[src/rtl/rca_seq_adder_pkg.sv]
// Shared types and sizing helpers for the time-multiplexed ripple-carry adder.
package rca_seq_pkg;

  localparam int SLICE_W = 4;

  typedef enum logic [1:0] {
    IDLE = 2'd0,
    RUN  = 2'd1,
    DONE = 2'd2
  } state_t;

  function automatic int calc_nslice(input int width);
    return width / SLICE_W;
  endfunction

  function automatic bit width_legal(input int width);
    return (width >= SLICE_W) && ((width % SLICE_W) == 0);
  endfunction

  // A single-slice build still needs a 1-bit index so the counter is never zero-width.
  function automatic int idx_width(input int nslice);
    return (nslice > 1) ? $clog2(nslice) : 1;
  endfunction

endpackage

[src/rtl/rca_seq_adder_if.sv]
// Request/result bundle between two operand producers, the adder and one result consumer.
interface rca_seq_adder_if #(
  parameter int WIDTH = 16
);

  logic [1:0]       req_valid;
  logic [1:0]       req_ready;
  logic [WIDTH-1:0] req_a0;
  logic [WIDTH-1:0] req_b0;
  logic             req_cin0;
  logic [WIDTH-1:0] req_a1;
  logic [WIDTH-1:0] req_b1;
  logic             req_cin1;

  logic             res_valid;
  logic             res_ready;
  logic             res_id;
  logic [WIDTH-1:0] res_sum;
  logic             res_cout;
  logic             busy;

  // master: requesters plus the result consumer
  modport master (
    output req_valid, req_a0, req_b0, req_cin0, req_a1, req_b1, req_cin1, res_ready,
    input  req_ready, res_valid, res_id, res_sum, res_cout, busy
  );

  // slave: the adder block
  modport slave (
    input  req_valid, req_a0, req_b0, req_cin0, req_a1, req_b1, req_cin1, res_ready,
    output req_ready, res_valid, res_id, res_sum, res_cout, busy
  );

endinterface

[src/rtl/rca_seq_adder_rca.sv]
// 4-bit ripple-carry adder slice shared by every cycle of a wide addition.
module rca
  import rca_seq_pkg::*;
(
  input  logic [SLICE_W-1:0] a,
  input  logic [SLICE_W-1:0] b,
  input  logic               cin,
  output logic [SLICE_W-1:0] sum,
  output logic               cout
);

  logic [SLICE_W:0] carry;

  assign carry[0] = cin;

  generate
    for (genvar gi = 0; gi < SLICE_W; gi++) begin : g_fa
      assign sum[gi]     = a[gi] ^ b[gi] ^ carry[gi];
      assign carry[gi+1] = (a[gi] & b[gi]) | (carry[gi] & (a[gi] ^ b[gi]));
    end
  endgenerate

  assign cout = carry[SLICE_W];

endmodule

[src/rtl/rca_seq_adder.sv]
// Wide adder that walks one 4-bit slice per cycle, LSB first, arbitrating two requesters round-robin.
module rca_seq_adder
  import rca_seq_pkg::*;
#(
  parameter int WIDTH = 16
) (
  input  logic            clk,
  input  logic            rst_n,
  rca_seq_adder_if.slave  bus
);

  localparam int NSLICE = calc_nslice(WIDTH);
  localparam int IDX_W  = idx_width(NSLICE);
  localparam logic [IDX_W-1:0] LAST_IDX = IDX_W'(NSLICE - 1);

  generate
    if (!width_legal(WIDTH)) begin : g_bad_width
      $error("rca_seq_adder: WIDTH must be a multiple of 4 and at least 4");
    end
  endgenerate

  state_t           state_reg, state_next;
  logic [WIDTH-1:0] a_reg, a_next;
  logic [WIDTH-1:0] b_reg, b_next;
  logic [WIDTH-1:0] sum_reg, sum_next;
  logic             carry_reg, carry_next;
  logic             cout_reg, cout_next;
  logic [IDX_W-1:0] idx_reg, idx_next;
  logic             id_reg, id_next;
  logic             last_reg, last_next;
  logic             res_valid_reg, res_valid_next;
  logic             busy_reg, busy_next;

  // Arbiter: a lone request wins outright; on a tie the requester not served last wins.
  logic             grant_valid;
  logic             grant_id;
  logic             accept;
  logic [WIDTH-1:0] sel_a;
  logic [WIDTH-1:0] sel_b;
  logic             sel_cin;

  assign grant_valid = |bus.req_valid;
  assign grant_id    = (&bus.req_valid) ? ~last_reg : bus.req_valid[1];
  assign accept      = (state_reg == IDLE) && grant_valid && rst_n;

  assign bus.req_ready = accept ? (grant_id ? 2'b10 : 2'b01) : 2'b00;

  assign sel_a   = grant_id ? bus.req_a1   : bus.req_a0;
  assign sel_b   = grant_id ? bus.req_b1   : bus.req_b0;
  assign sel_cin = grant_id ? bus.req_cin1 : bus.req_cin0;

  // Operand slice mux feeding the shared adder.
  logic [SLICE_W-1:0] a_slices [NSLICE];
  logic [SLICE_W-1:0] b_slices [NSLICE];
  logic [SLICE_W-1:0] slice_a;
  logic [SLICE_W-1:0] slice_b;
  logic [SLICE_W-1:0] slice_sum;
  logic               slice_cout;

  generate
    for (genvar gi = 0; gi < NSLICE; gi++) begin : g_slice
      assign a_slices[gi] = a_reg[gi*SLICE_W +: SLICE_W];
      assign b_slices[gi] = b_reg[gi*SLICE_W +: SLICE_W];
    end
  endgenerate

  assign slice_a = a_slices[idx_reg];
  assign slice_b = b_slices[idx_reg];

  rca u_rca (
    .a    (slice_a),
    .b    (slice_b),
    .cin  (carry_reg),
    .sum  (slice_sum),
    .cout (slice_cout)
  );

  always_comb begin
    state_next     = state_reg;
    a_next         = a_reg;
    b_next         = b_reg;
    sum_next       = sum_reg;
    carry_next     = carry_reg;
    cout_next      = cout_reg;
    idx_next       = idx_reg;
    id_next        = id_reg;
    last_next      = last_reg;
    res_valid_next = res_valid_reg;
    busy_next      = busy_reg;

    unique case (state_reg)
      IDLE: begin
        if (accept) begin
          a_next     = sel_a;
          b_next     = sel_b;
          carry_next = sel_cin;
          sum_next   = '0;
          idx_next   = '0;
          id_next    = grant_id;
          busy_next  = 1'b1;
          state_next = RUN;
        end
      end

      RUN: begin
        sum_next[idx_reg*SLICE_W +: SLICE_W] = slice_sum;
        carry_next = slice_cout;
        idx_next   = idx_reg + 1'b1;
        if (idx_reg == LAST_IDX) begin
          cout_next      = slice_cout;
          res_valid_next = 1'b1;
          state_next     = DONE;
        end
      end

      DONE: begin
        if (bus.res_ready) begin
          res_valid_next = 1'b0;
          busy_next      = 1'b0;
          last_next      = id_reg;
          state_next     = IDLE;
        end
      end

      default: begin
        state_next = IDLE;
      end
    endcase
  end

  // LAST resets to 1 so requester 0 wins the first tie.
  always_ff @(posedge clk or negedge rst_n) begin
    if (!rst_n) begin
      state_reg     <= IDLE;
      a_reg         <= '0;
      b_reg         <= '0;
      sum_reg       <= '0;
      carry_reg     <= 1'b0;
      cout_reg      <= 1'b0;
      idx_reg       <= '0;
      id_reg        <= 1'b0;
      last_reg      <= 1'b1;
      res_valid_reg <= 1'b0;
      busy_reg      <= 1'b0;
    end else begin
      state_reg     <= state_next;
      a_reg         <= a_next;
      b_reg         <= b_next;
      sum_reg       <= sum_next;
      carry_reg     <= carry_next;
      cout_reg      <= cout_next;
      idx_reg       <= idx_next;
      id_reg        <= id_next;
      last_reg      <= last_next;
      res_valid_reg <= res_valid_next;
      busy_reg      <= busy_next;
    end
  end

  assign bus.res_valid = res_valid_reg;
  assign bus.res_sum   = sum_reg;
  assign bus.res_cout  = cout_reg;
  assign bus.res_id    = id_reg;
  assign bus.busy      = busy_reg;

endmodule

[src/flat_wrapper.sv]
// flat-port wrapper written by rule: the top's interface ports become plain ports
module rca_seq_adder_flat import rca_seq_pkg::*;
#(
  parameter int WIDTH = 16
)
  (clk, rst_n, bus_req_valid, bus_req_a0, bus_req_b0, bus_req_cin0, bus_req_a1, bus_req_b1, bus_req_cin1, bus_res_ready, bus_req_ready, bus_res_valid, bus_res_id, bus_res_sum, bus_res_cout, bus_busy);
  rca_seq_adder_if #(.WIDTH(WIDTH)) bus_i ();
  input  logic clk;
  input  logic rst_n;
  input wire logic [$bits(bus_i.req_valid)-1:0] bus_req_valid;
  input wire logic [$bits(bus_i.req_a0)-1:0] bus_req_a0;
  input wire logic [$bits(bus_i.req_b0)-1:0] bus_req_b0;
  input wire logic [$bits(bus_i.req_cin0)-1:0] bus_req_cin0;
  input wire logic [$bits(bus_i.req_a1)-1:0] bus_req_a1;
  input wire logic [$bits(bus_i.req_b1)-1:0] bus_req_b1;
  input wire logic [$bits(bus_i.req_cin1)-1:0] bus_req_cin1;
  input wire logic [$bits(bus_i.res_ready)-1:0] bus_res_ready;
  output wire logic [$bits(bus_i.req_ready)-1:0] bus_req_ready;
  output wire logic [$bits(bus_i.res_valid)-1:0] bus_res_valid;
  output wire logic [$bits(bus_i.res_id)-1:0] bus_res_id;
  output wire logic [$bits(bus_i.res_sum)-1:0] bus_res_sum;
  output wire logic [$bits(bus_i.res_cout)-1:0] bus_res_cout;
  output wire logic [$bits(bus_i.busy)-1:0] bus_busy;
  assign bus_i.req_valid = bus_req_valid;
  assign bus_i.req_a0 = bus_req_a0;
  assign bus_i.req_b0 = bus_req_b0;
  assign bus_i.req_cin0 = bus_req_cin0;
  assign bus_i.req_a1 = bus_req_a1;
  assign bus_i.req_b1 = bus_req_b1;
  assign bus_i.req_cin1 = bus_req_cin1;
  assign bus_i.res_ready = bus_res_ready;
  assign bus_req_ready = bus_i.req_ready;
  assign bus_res_valid = bus_i.res_valid;
  assign bus_res_id = bus_i.res_id;
  assign bus_res_sum = bus_i.res_sum;
  assign bus_res_cout = bus_i.res_cout;
  assign bus_busy = bus_i.busy;
  rca_seq_adder #(.WIDTH(WIDTH)) u_core (.clk(clk), .rst_n(rst_n), .bus(bus_i));
endmodule
[config.mk]
export PLATFORM = sky130hd
export DESIGN_NAME = rca_seq_adder_flat
export DESIGN_NICKNAME = d
export VERILOG_FILES = /design/src/rtl/rca_seq_adder_pkg.sv /design/src/rtl/rca_seq_adder_if.sv /design/src/rtl/rca_seq_adder_rca.sv /design/src/rtl/rca_seq_adder.sv /design/src/flat_wrapper.sv
export SDC_FILE = /design/constraint.sdc
export NUM_CORES = 1
export LEC_CHECK = 0
export BUFFER_PORTS_ARGS = -buffer_cell sky130_fd_sc_hd__buf_2
export CAP_MARGIN = 20
export CORE_MARGIN = 2
export CORE_UTILIZATION = 50
export DETAILED_ROUTE_END_ITERATION = 10
export HOLD_SLACK_MARGIN = 0.12
export PLACE_DENSITY = 0.78
export SETUP_SLACK_MARGIN = 0.15
export SLEW_MARGIN = 20
export SYNTH_ARGS = -nofsm -noshare
export SYNTH_HDL_FRONTEND = slang
export SYNTH_SLANG_ARGS = --single-unit
[constraint.sdc]
create_clock -name clk -period 3.09 [get_ports clk]
set_input_delay 0.309 -clock clk [delete_from_list [all_inputs] [get_ports clk]]
set_output_delay 0.309 -clock clk [all_outputs]
set_load 0.05 [all_outputs]
==> out/metrics.yaml <==
cts:
  cts_root_buf: "sky130_fd_sc_hd__clkbuf_8"
  ctsLongestPathBuffers: 2
  cts-hold-fix-buffers: 0
  tritoncts: "yes"
  cts_buffers: 9
  worst_setup_hold_path_clk_slew_ps: 60
  h-tree-depth: 3
  clock_insertion_delay_worst_skew_ps: 340
  tritoncts_num_sinks: 58
sta:
  whs_ps: 145.6
  setup_viol: 0
  unrepaired_setup_endpoints_after_global_routing: "no"
  finalCriticalPeriod_ps: 2766
  min_period_over_period: 0.8950
  finalWorstSetupSlack_ps: 324.5
  finalHoldViolCount: 0
  finalSetupTns_ps: 0
  timing.clock.skew_ps: 6.573
  max_clock_freq_mhz: 361.6
  worst-slew-pin-transition_ps: 1084
  final_max_slew_viol_count: 0
  maxSlewHeadroom: 0.2744
setup_path:
  critical_path_cell_by_cell: "mux4_2, inv_1, fa_1, inv_1, fa_1, inv_1, fa_1, inv_1, fa_2, a22o_1"
  critPathMaxFanout: 4
  cp.required_ps: 3310
  crit_cells: 10
  timing.rr.start: "u_core.idx_reg[0]"
  critical_path.startpoint_type: "flop"
  critPathBufInv: 4
  regToRegSetupSlack_ps: 320
  rr_endpoint: "u_core.bus.res_sum[11]"
  worst_setup_path_type: "reg -> reg"
  crit_path_max_incr_delay_ps: 470
  worstRegToRegCells: 10
  timing.critical_path.mode_cell: "sky130_fd_sc_hd__inv_1"
  top_delay_family_on_crit_path: "adder cells"
  worstPathArrival_ps: 2990
  critPathSlowestCell: "sky130_fd_sc_hd__fa_2"
  critPathCaptureType: "flop"
synthesis:
  synth.avg_cell_area_sq_um: 11.00
  syn_nets: 347
  leading_post_synthesis_cells_by_cell_area: "sky130_fd_sc_hd__dfrtp_1, sky130_fd_sc_hd__nand2_1, sky130_fd_sc_hd__mux4_2"
  synth_flop_cell: "sky130_fd_sc_hd__dfrtp_1"
  synth-seq-cells: 58
  post_synth_instance_area_sq_um: 2949
  synth.lib_cells_used.distinct: 37
  async_reset_ff_frac: 1.000
  ys_seq_area_frac: 0.4926
  postSynthCellCount: 268
  synth_edf_count: 0
  synth_top_area_frac: 0.4837
  synth.largest_area_cell: "sky130_fd_sc_hd__dfrtp_1"
  ys.warnings.count: 0
placement:
  placed_cells_incl_taps: 419
  dpl_worst_slack_ps: 241.6
  global_placer_s_final_weighted_congestion: 0.8735
  port_buffers: 92
  dp_wirelength_um: 5058
final_layout:
  syn_to_final_growth_pct: 21.85
  postLayoutCoreUtil: 0.6408
  layout_common_cells: "sky130_fd_sc_hd__buf_2, sky130_fd_sc_hd__nand2_1, sky130_fd_sc_hd__dfrtp_1"
  final_net_count: 437
  share_of_cells_above_drive_strength_1: 0.3747
  n_antenna_cell: 0
  layoutNonFillerInstCount: 435
  layout.cells.most_common: "sky130_fd_sc_hd__buf_2"
grt:
  via_count_of_the_first_global_routing_pass: 2421
  grt_use_total: 0.2481
  grt_start_max_net_pins: 60
  globalRoute.totalOverflow: 0
  antenna_found_initial: 0
  first_pass_grt_wire_length_um: 12070
drt:
  first_pass_iters: 5
  finalWirelength_um: 7124
  drt-initial-drc-count: 241
  antenna_left: 0
  num_vias: 2398
  via_per_instance_ratio: 5.513
  remaining_drc_errors: 0
  post_drt_wl_per_cell_um: 16.38
outcome:
  outcome: "complete, no violations"
die:
  floorplan.die.height_um: 80.80
  initial_standard_cell_utilization_of_the_core: 0.5259
  die_width_um: 80.80
  dieArea_sq_um: 6529
  floorplan.rows: 27
  design.portCount: 93
  core_sq_um: 5608
hold_path:
  hold_class: "in -> async"
power:
  total_leakage_power_uw: 0.001857
  power_per_cell_area_nw_per_um2: 1143
  vdd_drop_max_v: 0.0006283
job:
  cap_violations: 0
## how the worst max path moves through the flow
stage                            from                endpoint
floorplan           u_core.idx_reg[0]   u_core.bus.res_sum[3]
global placement    u_core.idx_reg[0]   u_core.bus.res_sum[3]
detailed placement  u_core.idx_reg[0]   u_core.bus.res_sum[3]
CTS                 u_core.idx_reg[0]  u_core.bus.res_sum[11]
global route        u_core.idx_reg[0]  u_core.bus.res_sum[11]
finish              u_core.idx_reg[0]  u_core.bus.res_sum[11]
## power by group
part	total [uW]	switching [uW]	leakage (uW)	internal [uW]
Combinational	2040	1240	0.00102	799
Sequential	1360	261	0.000739	1090
Clock	708	292	0.000101	416
## layout make-up
class,count,area (sq um)
Sequential cell,58,1454
Inverter,11,41.29
Clock inverter,2,35.03
Clock buffer,14,162.7
Multi-Input combinational cell,181,1309
Timing Repair Buffer,97,501.7
Tap cell,72,90.09
Fill cell,474,2014
## what timing repair did
action	CTS	global route
endpoints found under the setup margin	0	4
buffers inserted	0	0
gates resized for setup	0	3
## Yosys cell counts, drive strengths merged (2+ instances only)
cell,number
a21o,5
a21oi,2
a22o,8
a22oi,32
and3,2
and4,2
buf,17
dfrtp,57
fa,4
ha,4
inv,11
mux2,2
mux4,8
nand2,80
nand2b,2
nand3,3
nand4,2
nor2,3
nor2b,2
o21ai,4
o2bb2ai,8
## logic make-up (layout without fill, tap and decap cells)
family	after synthesis	after routing	share of synthesized area
and+or+nand+nor	101	101	0.1506
AOI/OAI and AO/OA	61	61	0.1735
DFF	58	58	0.4926
buffers and inverters	29	124	0.06703
muxes	11	11	0.07212
adders and majority gates	8	8	0.04413
## routing by layer
layer	vias up	wire (um)	GRT usage	part of all wire
met2	94	3515	0.3909	0.49
li1	1127	-	-	-
met4	0	64	0.06610	0.0090
met1	1170	3050	0.3425	0.43
met5	-	0	0	0
met3	7	493	0.06778	0.069
## stage by stage
step	area, sq um	power, uW
2_1_floorplan	2949	2883
3_5_place_dp	3388	3383
6_report	3593	4107
4_1_cts	3586	4113
3_3_place_gp	3388	3322
5_1_grt	3593	4394
(Power assumes the default switching activity.)
